[config.mk]
export PLATFORM = sky130hd
export DESIGN_NAME = scope_capture_ctrl
export DESIGN_NICKNAME = d
export VERILOG_FILES = /design/src/rtl/scope_capture_ctrl.sv
export SDC_FILE = /design/constraint.sdc
export NUM_CORES = 1
export LEC_CHECK = 0
export ABC_AREA = 1
export BUFFER_PORTS_ARGS = -buffer_cell sky130_fd_sc_hd__buf_2
export CAP_MARGIN = 20
export CORE_MARGIN = 8
export CORE_UTILIZATION = 52
export DETAILED_ROUTE_END_ITERATION = 10
export GPL_TIMING_DRIVEN = 0
export HOLD_SLACK_MARGIN = 0.12
export PLACE_DENSITY = 0.7
export SLEW_MARGIN = 25
export SYNTH_ARGS = -nofsm -noshare
export SYNTH_HDL_FRONTEND = slang
export SYNTH_SLANG_ARGS = --single-unit
export TNS_END_PERCENT = 100
[constraint.sdc]
create_clock -name clk -period 5.77 [get_ports clk]
set_input_delay 0.577 -clock clk [delete_from_list [all_inputs] [get_ports clk]]
set_output_delay 0.577 -clock clk [all_outputs]
set_load 0.02 [all_outputs]
[src/rtl/scope_capture_ctrl.sv]
// scope_capture_ctrl: ADC acquisition sequencer with circular pre-trigger capture into a RAM
// Ports:
//   clk, rst          rising-edge clock, asynchronous active-high reset
//   rate_sel          sample period = 2<<rate_sel clocks, latched on arm
//   trig_level        unsigned trigger threshold, latched on arm
//   trig_edge         0 = rising, 1 = falling, latched on arm
//   arm               start a capture (only from IDLE/DONE)
//   force_trig        trigger at the next write while waiting for a trigger
//   addata            ADC sample bus
//   adclk             ADC clock
//   wr_en/addr/data   capture RAM write port, one strobe per sample
//   busy, done        capture in progress / capture complete
//   trig_addr         RAM address of the trigger sample
module scope_capture_ctrl #(
    parameter int ADDR_W    = 10,
    parameter int PRE_DEPTH = 256
) (
    input  logic              clk,
    input  logic              rst,
    input  logic [2:0]        rate_sel,
    input  logic [7:0]        trig_level,
    input  logic              trig_edge,
    input  logic              arm,
    input  logic              force_trig,
    input  logic [7:0]        addata,
    output logic              adclk,
    output logic              wr_en,
    output logic [ADDR_W-1:0] wr_addr,
    output logic [7:0]        wr_data,
    output logic              busy,
    output logic              done,
    output logic [ADDR_W-1:0] trig_addr
);
    localparam int                DEPTH    = 1 << ADDR_W;
    localparam logic [ADDR_W-1:0] PRE_LAST = ADDR_W'(PRE_DEPTH - 1);
    localparam logic [ADDR_W-1:0] POST_LEN = ADDR_W'(DEPTH - PRE_DEPTH - 1);
    localparam logic [2:0] IDLE = 3'd0, PRE = 3'd1, WAIT = 3'd2, POST = 3'd3, DONE = 3'd4;
    logic [2:0]        state, rate;
    logic [7:0]        level, cnt, cur, prev, last_cnt;
    logic              edge_f, pend, strobe, hit;
    logic [ADDR_W-1:0] pre_cnt, post_cnt;
    always_comb begin
        last_cnt = 8'((9'd2 << rate) - 9'd1);
        busy     = state == PRE || state == WAIT || state == POST;
        done     = state == DONE;
        adclk    = busy && cnt <= (last_cnt >> 1);
        strobe   = busy && cnt == last_cnt;
        // prev is always valid here: PRE_DEPTH >= 1 keeps the first sample out of WAIT
        hit      = state == WAIT && wr_en &&
                   (pend || (edge_f ? (prev > level && cur <= level) : (prev < level && cur >= level)));
    end
    assign wr_data = cur;
    always_ff @(posedge clk or posedge rst) begin
        if (rst) begin
            state     <= IDLE;
            rate      <= '0;
            level     <= '0;
            edge_f    <= 1'b0;
            cnt       <= '0;
            cur       <= '0;
            prev      <= '0;
            wr_en     <= 1'b0;
            wr_addr   <= '0;
            trig_addr <= '0;
            pre_cnt   <= '0;
            post_cnt  <= '0;
            pend      <= 1'b0;
        end else if (!busy) begin
            wr_en <= 1'b0;
            if (arm) begin
                state   <= PRE;
                rate    <= rate_sel;
                level   <= trig_level;
                edge_f  <= trig_edge;
                cnt     <= '0;
                wr_addr <= '0;
                pre_cnt <= '0;
                pend    <= 1'b0;
            end
        end else begin
            cnt   <= strobe ? 8'd0 : cnt + 8'd1;
            wr_en <= strobe;
            if (strobe) begin
                cur  <= addata;
                prev <= cur;
            end
            if (state == WAIT && force_trig)
                pend <= 1'b1;
            if (wr_en) begin
                wr_addr <= wr_addr + ADDR_W'(1);
                if (state == PRE) begin
                    pre_cnt <= pre_cnt + ADDR_W'(1);
                    if (pre_cnt == PRE_LAST)
                        state <= WAIT;
                end
                if (hit) begin
                    trig_addr <= wr_addr;
                    post_cnt  <= POST_LEN;
                    pend      <= 1'b0;
                    state     <= (POST_LEN == '0) ? DONE : POST;
                end
                if (state == POST) begin
                    post_cnt <= post_cnt - ADDR_W'(1);
                    if (post_cnt == ADDR_W'(1))
                        state <= DONE;
                end
            end
        end
    end
endmodule
== Word level (Yosys, flattened, before mapping) ==
Cells that the tools add are included.

* Register bits after elaboration: 81
* Logic and storage cells: 78
* Bits of input ports: 24
* Output and inout bits: 32

* Reduce and logical (&&, ||, !) cells: 18
* Bitwise gates (word level): 1
* Equality and inequality tests: 9
* Magnitude comparators: 5
* Shifts and indexed selects: 1
* Multiplexer cells: 26
* Add/subtract/negate cells: 5

{| class="wikitable"
|+ Operators by type and width
! operator !! count
|-
| 10-bit 2-to-1 mux || 8
|-
| 3-bit 2-to-1 mux || 8
|-
| 8-bit 2-to-1 mux || 3
|-
| 10-bit by 1-bit adder with 10-bit output, second input constant || 2
|-
| 10-bit by 1-bit equality test with 1-bit output, second input constant || 1
|-
| 10-bit by 8-bit equality test with 1-bit output, second input constant || 1
|-
| 10-bit by 1-bit subtractor with 10-bit output, second input constant || 1
|-
| 3-bit AND reduction || 3
|-
| 8-bit by 1-bit adder with 8-bit output, second input constant || 1
|-
| 8-bit equality test || 1
|-
| 8-bit greater-or-equal comparator || 1
|-
| 8-bit greater-than comparator || 1
|-
| 8-bit by 7-bit <= comparator with 1-bit output || 1
|-
| 8-bit <= comparator || 1
|-
| 8-bit less-than comparator || 1
|-
| 2-bit by 3-bit left shift with 8-bit output, first input constant || 1
|-
| 8-bit by 1-bit subtractor with 8-bit output, second input constant || 1
|-
| 1-bit logical AND || 7
|-
| 1-bit 2-to-1 mux || 7
|-
| 3-bit by 2-bit equality test with 1-bit output, second input constant || 2
|-
| 2-bit AND reduction || 3
|-
| 2-bit nonzero test || 2
|-
| 3-bit by 1-bit equality test with 1-bit output, second input constant || 1
|-
| 3-bit equality test, second input constant || 1
|-
| other kinds (4) || 6
|}

== Longest topological paths before layout ==
* Depth in word-level cells: 10
* Mapped depth: 17
* Mapped depth without buffers: 17

== Worst setup path after synthesis ==
Ideal clock, no wire load.

* Kind: reg-to-output
* Start point: register rate[0]
* End point: output port adclk
* Required time: 5.193 ns
* Data arrival time: 2.111 ns
* Buffers on the path: 0
* Stages on the path, launching flop included: 13
* Setup slack: 3.082 ns
* Cells stage by stage: dfrtp_1 -> nor2_1 -> nand2_1 -> ha_1 -> xnor2_2 -> ha_1 -> nand2_1 -> o21ai_0 -> nand3_1 -> a21boi_0 -> o22ai_1 -> nand2_1 -> nor2_1

* Word-level cells in the longest chain between the ends: 4

{| class="wikitable"
|+ RTL lines
! what !! RTL line !! RTL
|-
| start: declaration || 38 || <nowiki>logic [2:0] state, rate;</nowiki>
|-
| start signal: assignment || 72 || <nowiki>rate <= rate_sel;</nowiki>
|-
| 2-bit by 3-bit left shift with 8-bit output || 43 || <nowiki>last_cnt = 8'((9'd2 << rate) - 9'd1);</nowiki>
|-
| 8-bit by 1-bit subtractor with 8-bit output || 43 ||
|-
| 8-bit by 7-bit <= comparator with 1-bit output || 46 || <nowiki>adclk = busy && cnt <= (last_cnt >> 1);</nowiki>
|-
| 1-bit logical AND || 46 ||
|-
| end: declaration || 26 || <nowiki>output logic adclk,</nowiki>
|}

No other way between the ends.

== Final worst setup path ==
Ends and elaborated chain as after synthesis.

==> out/results.ini <==
[sta]
worst_slack_ns = 2.43
rsz0062_at_grt = no
fmaxAchievable_mhz = 299
fin_crit_ns = 3.34
slew_violations = 0
slew_headroom_pct = 63.1
finalSetupTns_ns = 0
period_share_pct = 57.9
final_hold_viol_count = 0
tightestPinTransition_ns = 0.552
finalSetupViolCount = 0
fin_worst_skew_ns = 0.0155

[clock_network]
cts_resized = 0
cts_setup_buffers = 0
postCtsHoldBufs = 0
cts_buffers = 9
cts.sinks = 81
clock_path_buffers = 2
root_buffer = clkbuf_8
htreeDepth = 3
cts_tree = built
clk_pin_slew_ns = 0.09
clk_latency_ns = 0.36

[global_route]
grt_pass1_wl_microns = 16700
grt_max_degree = 44
grt_pass1_vias = 3794
antenna_found_initial = 0
grt_overflow = 0
grt_use_total_pct = 17.3

[pwr]
ir_worst_vdd_mv = 0.232
p_sw_mw = 0.822
p_total_mw = 1.97
swShare_pct = 41.8
p_clk_share_pct = 20.2
power_frac_comb_pct = 41.7
power_density_nw_per_um2 = 387
seqPwrFrac_pct = 38.1
p_leak_nw = 2.63
p_int_mw = 1.14

[final_layout]
diodes = 0
layout.nets = 676
fill_cells = 784
area_growth_pct = 13.8
drive_above_1_share_pct = 15.3

[placed_design]
post-place-ws_ns = 2.84
dp_hpwl_microns = 7230
place.gp.congestion = 0.800
io_buffers = 55

[synthesis]
synth_edf_count = 0
yosysWarnings = 0
netlist_instances = 556
ys_seq_area_share_pct = 45.4
synth_seq_cells = 81
synth_top_flop_cell = dfrtp_1
synth_nets = 609
async_flop_share_pct = 100
syn_avg_cell_area_sq_um = 8.03
netlist_area_sq_um = 4470
yosysUniqueCellTypes = 44

[critical_path]
slowest_delay_ns = 0.46
cpMaxStageDelayCell = dfrtp_1
worst_path_dominant_cell_family = adder cells
cp_max_fo = 6
arrival_ns = 2.76
startpoint_type = flip-flop
crit_path_end_kind = output port
crit_buf_inv = 1
worstSetupPathType = flip-flop to output port
crit_required_ns = 5.19
worstPathCellList = nor2_1, nand2_1, ha_1, xnor2_2, ha_1, nand2_1, o21ai_0, nand3_1, a21boi_0, o22ai_1, nand2_1, nor2_1, buf_2
path_common_cell = nand2_1

[floorplan]
start_util_pct = 52.5
die-area_sq_um = 11800
die_x_microns = 109
ioPinCount = 56
core_sq_um = 8510
num_rows = 34
die_h_microns = 109

[drt]
routedWlPerCell_microns = 13.2
wl_microns = 9680
vias = 3757
drt-pass1-iter-count = 4
viasPerCell = 5.10
drt_iter0_markers = 169
drtAntennaViolNets = 0
route.detailed.drc = 0

[flow_run]
drv_cap = 0

[min_path]
hold_class = input pin to async pin

[outcome]
status = complete, no violations

## layer usage
metal / track usage, % / vias up / wire, microns
met3: 3.72 / 7 / 443
met2: 29.1 / 70 / 4670
met4: 5.47 / 0 / 84
met1: 21.6 / 1753 / 4480
met5: 0 / - / 0
li1: - / 1927 / -
## cell usage in the layout (no fill, tap or decap), drive strengths merged
| cell | n |
|---|---|
| o21a | 1 |
| nand3b | 4 |
| nand3 | 33 |
| clkinv | 1 |
| a21o | 1 |
| nand4 | 5 |
| ha | 29 |
| a211oi | 1 |
| buf | 60 |
| clkinvlp | 3 |
| dfrtp | 81 |
| o22ai | 5 |
| o31ai | 1 |
| a21oi | 16 |
| or2 | 4 |
| o21bai | 2 |
| xor2 | 7 |
| nor2 | 39 |
| and3 | 2 |
| nor3 | 9 |
| nand2 | 176 |
| xnor2 | 8 |
| nor3b | 1 |
| or3 | 1 |
| clkbuf | 14 |
| a32o | 1 |
| a21boi | 1 |
| o211ai | 1 |
| a311oi | 1 |
| o21ai | 50 |
| inv | 70 |
## sequential cells by signal (all words and copies together), names as in the netlist
| name | flops |
|---|---|
| cnt | 8 |
| edge_f | 1 |
| level | 8 |
| pend | 1 |
| post_cnt | 10 |
| pre_cnt | 10 |
| prev | 8 |
| rate | 3 |
| state | 3 |
| trig_addr | 10 |
| wr_addr | 10 |
| wr_data | 8 |
| wr_en | 1 |
## layout make-up
| class | instances | area (sq um) | area share, % |
|---|---|---|---|
| plain buffers | 9 | 46.3 | 0.911 |
| clock buffers | 9 | 124 | 2.44 |
| clock inverters | 7 | 60.1 | 1.18 |
| inverters | 67 | 256 | 5.05 |
| multi-input cells | 399 | 2140 | 42.1 |
| flip-flops and latches | 81 | 2030 | 39.9 |
| well taps | 108 | 135 | 2.66 |
| repair buffers | 56 | 295 | 5.81 |
## worst paths after layout
check                                         start                  endpoint  slack, ns  cells past startpoint
max                             rate[0]$_DFFE_PP0P_                     adclk       2.43                     13
min                                             rst        cnt[7]$_DFFE_PP0P_       0.27                      2
max reg2reg                     rate[0]$_DFFE_PP0P_    wr_data[7]$_DFFE_PP0P_       3.42                     13
min reg2reg                trig_addr[6]$_DFFE_PP0P_  trig_addr[6]$_DFFE_PP0P_       0.49                      2
max in group asynchronous                       rst       prev[2]$_DFFE_PP0P_       4.88                      3
min in group clk                          addata[1]    wr_data[1]$_DFFE_PP0P_       0.41                      3
## kinds of logic after synthesis
| group | count (synthesis) | synth area share, % |
|---|---|---|
| compound gates | 81 | 10.1 |
| simple gates | 274 | 26.4 |
| xor+xnor | 15 | 3.28 |
| flops | 81 | 45.4 |
| fa+ha+maj | 29 | 8.12 |
| buf+inv | 76 | 6.72 |
## through the flow
| stage | util, % | cell area, sq um | instances | hold WS [ns] |
|---|---|---|---|---|
| finish | 59.8 | 5080 | 736 | 0.272 |
| global route | 59.8 | 5080 | 736 | 0.296 |
| CTS | 59.8 | 5080 | 736 | 0.282 |
| detailed placement | 57.6 | 4900 | 720 | 0.468 |
| global placement | 57.3 | 4880 | 719 | 0.461 |
| floorplan | - | 4470 | 556 | 0.453 |
## synthesized netlist by cell type (2+ instances only)
cell / number / area, sq um
o21ai_0: 48 / 240
inv_1: 64 / 240
ha_1: 29 / 363
nand2_1: 172 / 646
xor2_1: 7 / 61.3
nand4_1: 5 / 31.3
nand3_1: 32 / 160
nor3_1: 7 / 35.0
xnor2_1: 6 / 52.6
o21bai_1: 2 / 15.0
nand3b_1: 4 / 30.0
clkbuf_1: 5 / 18.8
xnor2_2: 2 / 32.5
nand2_2: 3 / 18.8
dfrtp_1: 81 / 2030
or2_2: 4 / 25.0
a21oi_1: 16 / 80.1
and3_1: 2 / 12.5
o22ai_1: 5 / 31.3
nor2_1: 36 / 135
nor2_2: 3 / 18.8
## power groups by stage
stage | clock network (mW) | logic [mW] | registers [mW]
floorplan | 0 | 0.606 | 0.764
global placement | 0 | 0.783 | 0.756
detailed placement | 0 | 0.821 | 0.760
CTS | 0.410 | 0.825 | 0.749
global route | 0.434 | 0.945 | 0.762
finish | 0.397 | 0.820 | 0.749
(Power assumes the default switching activity.)
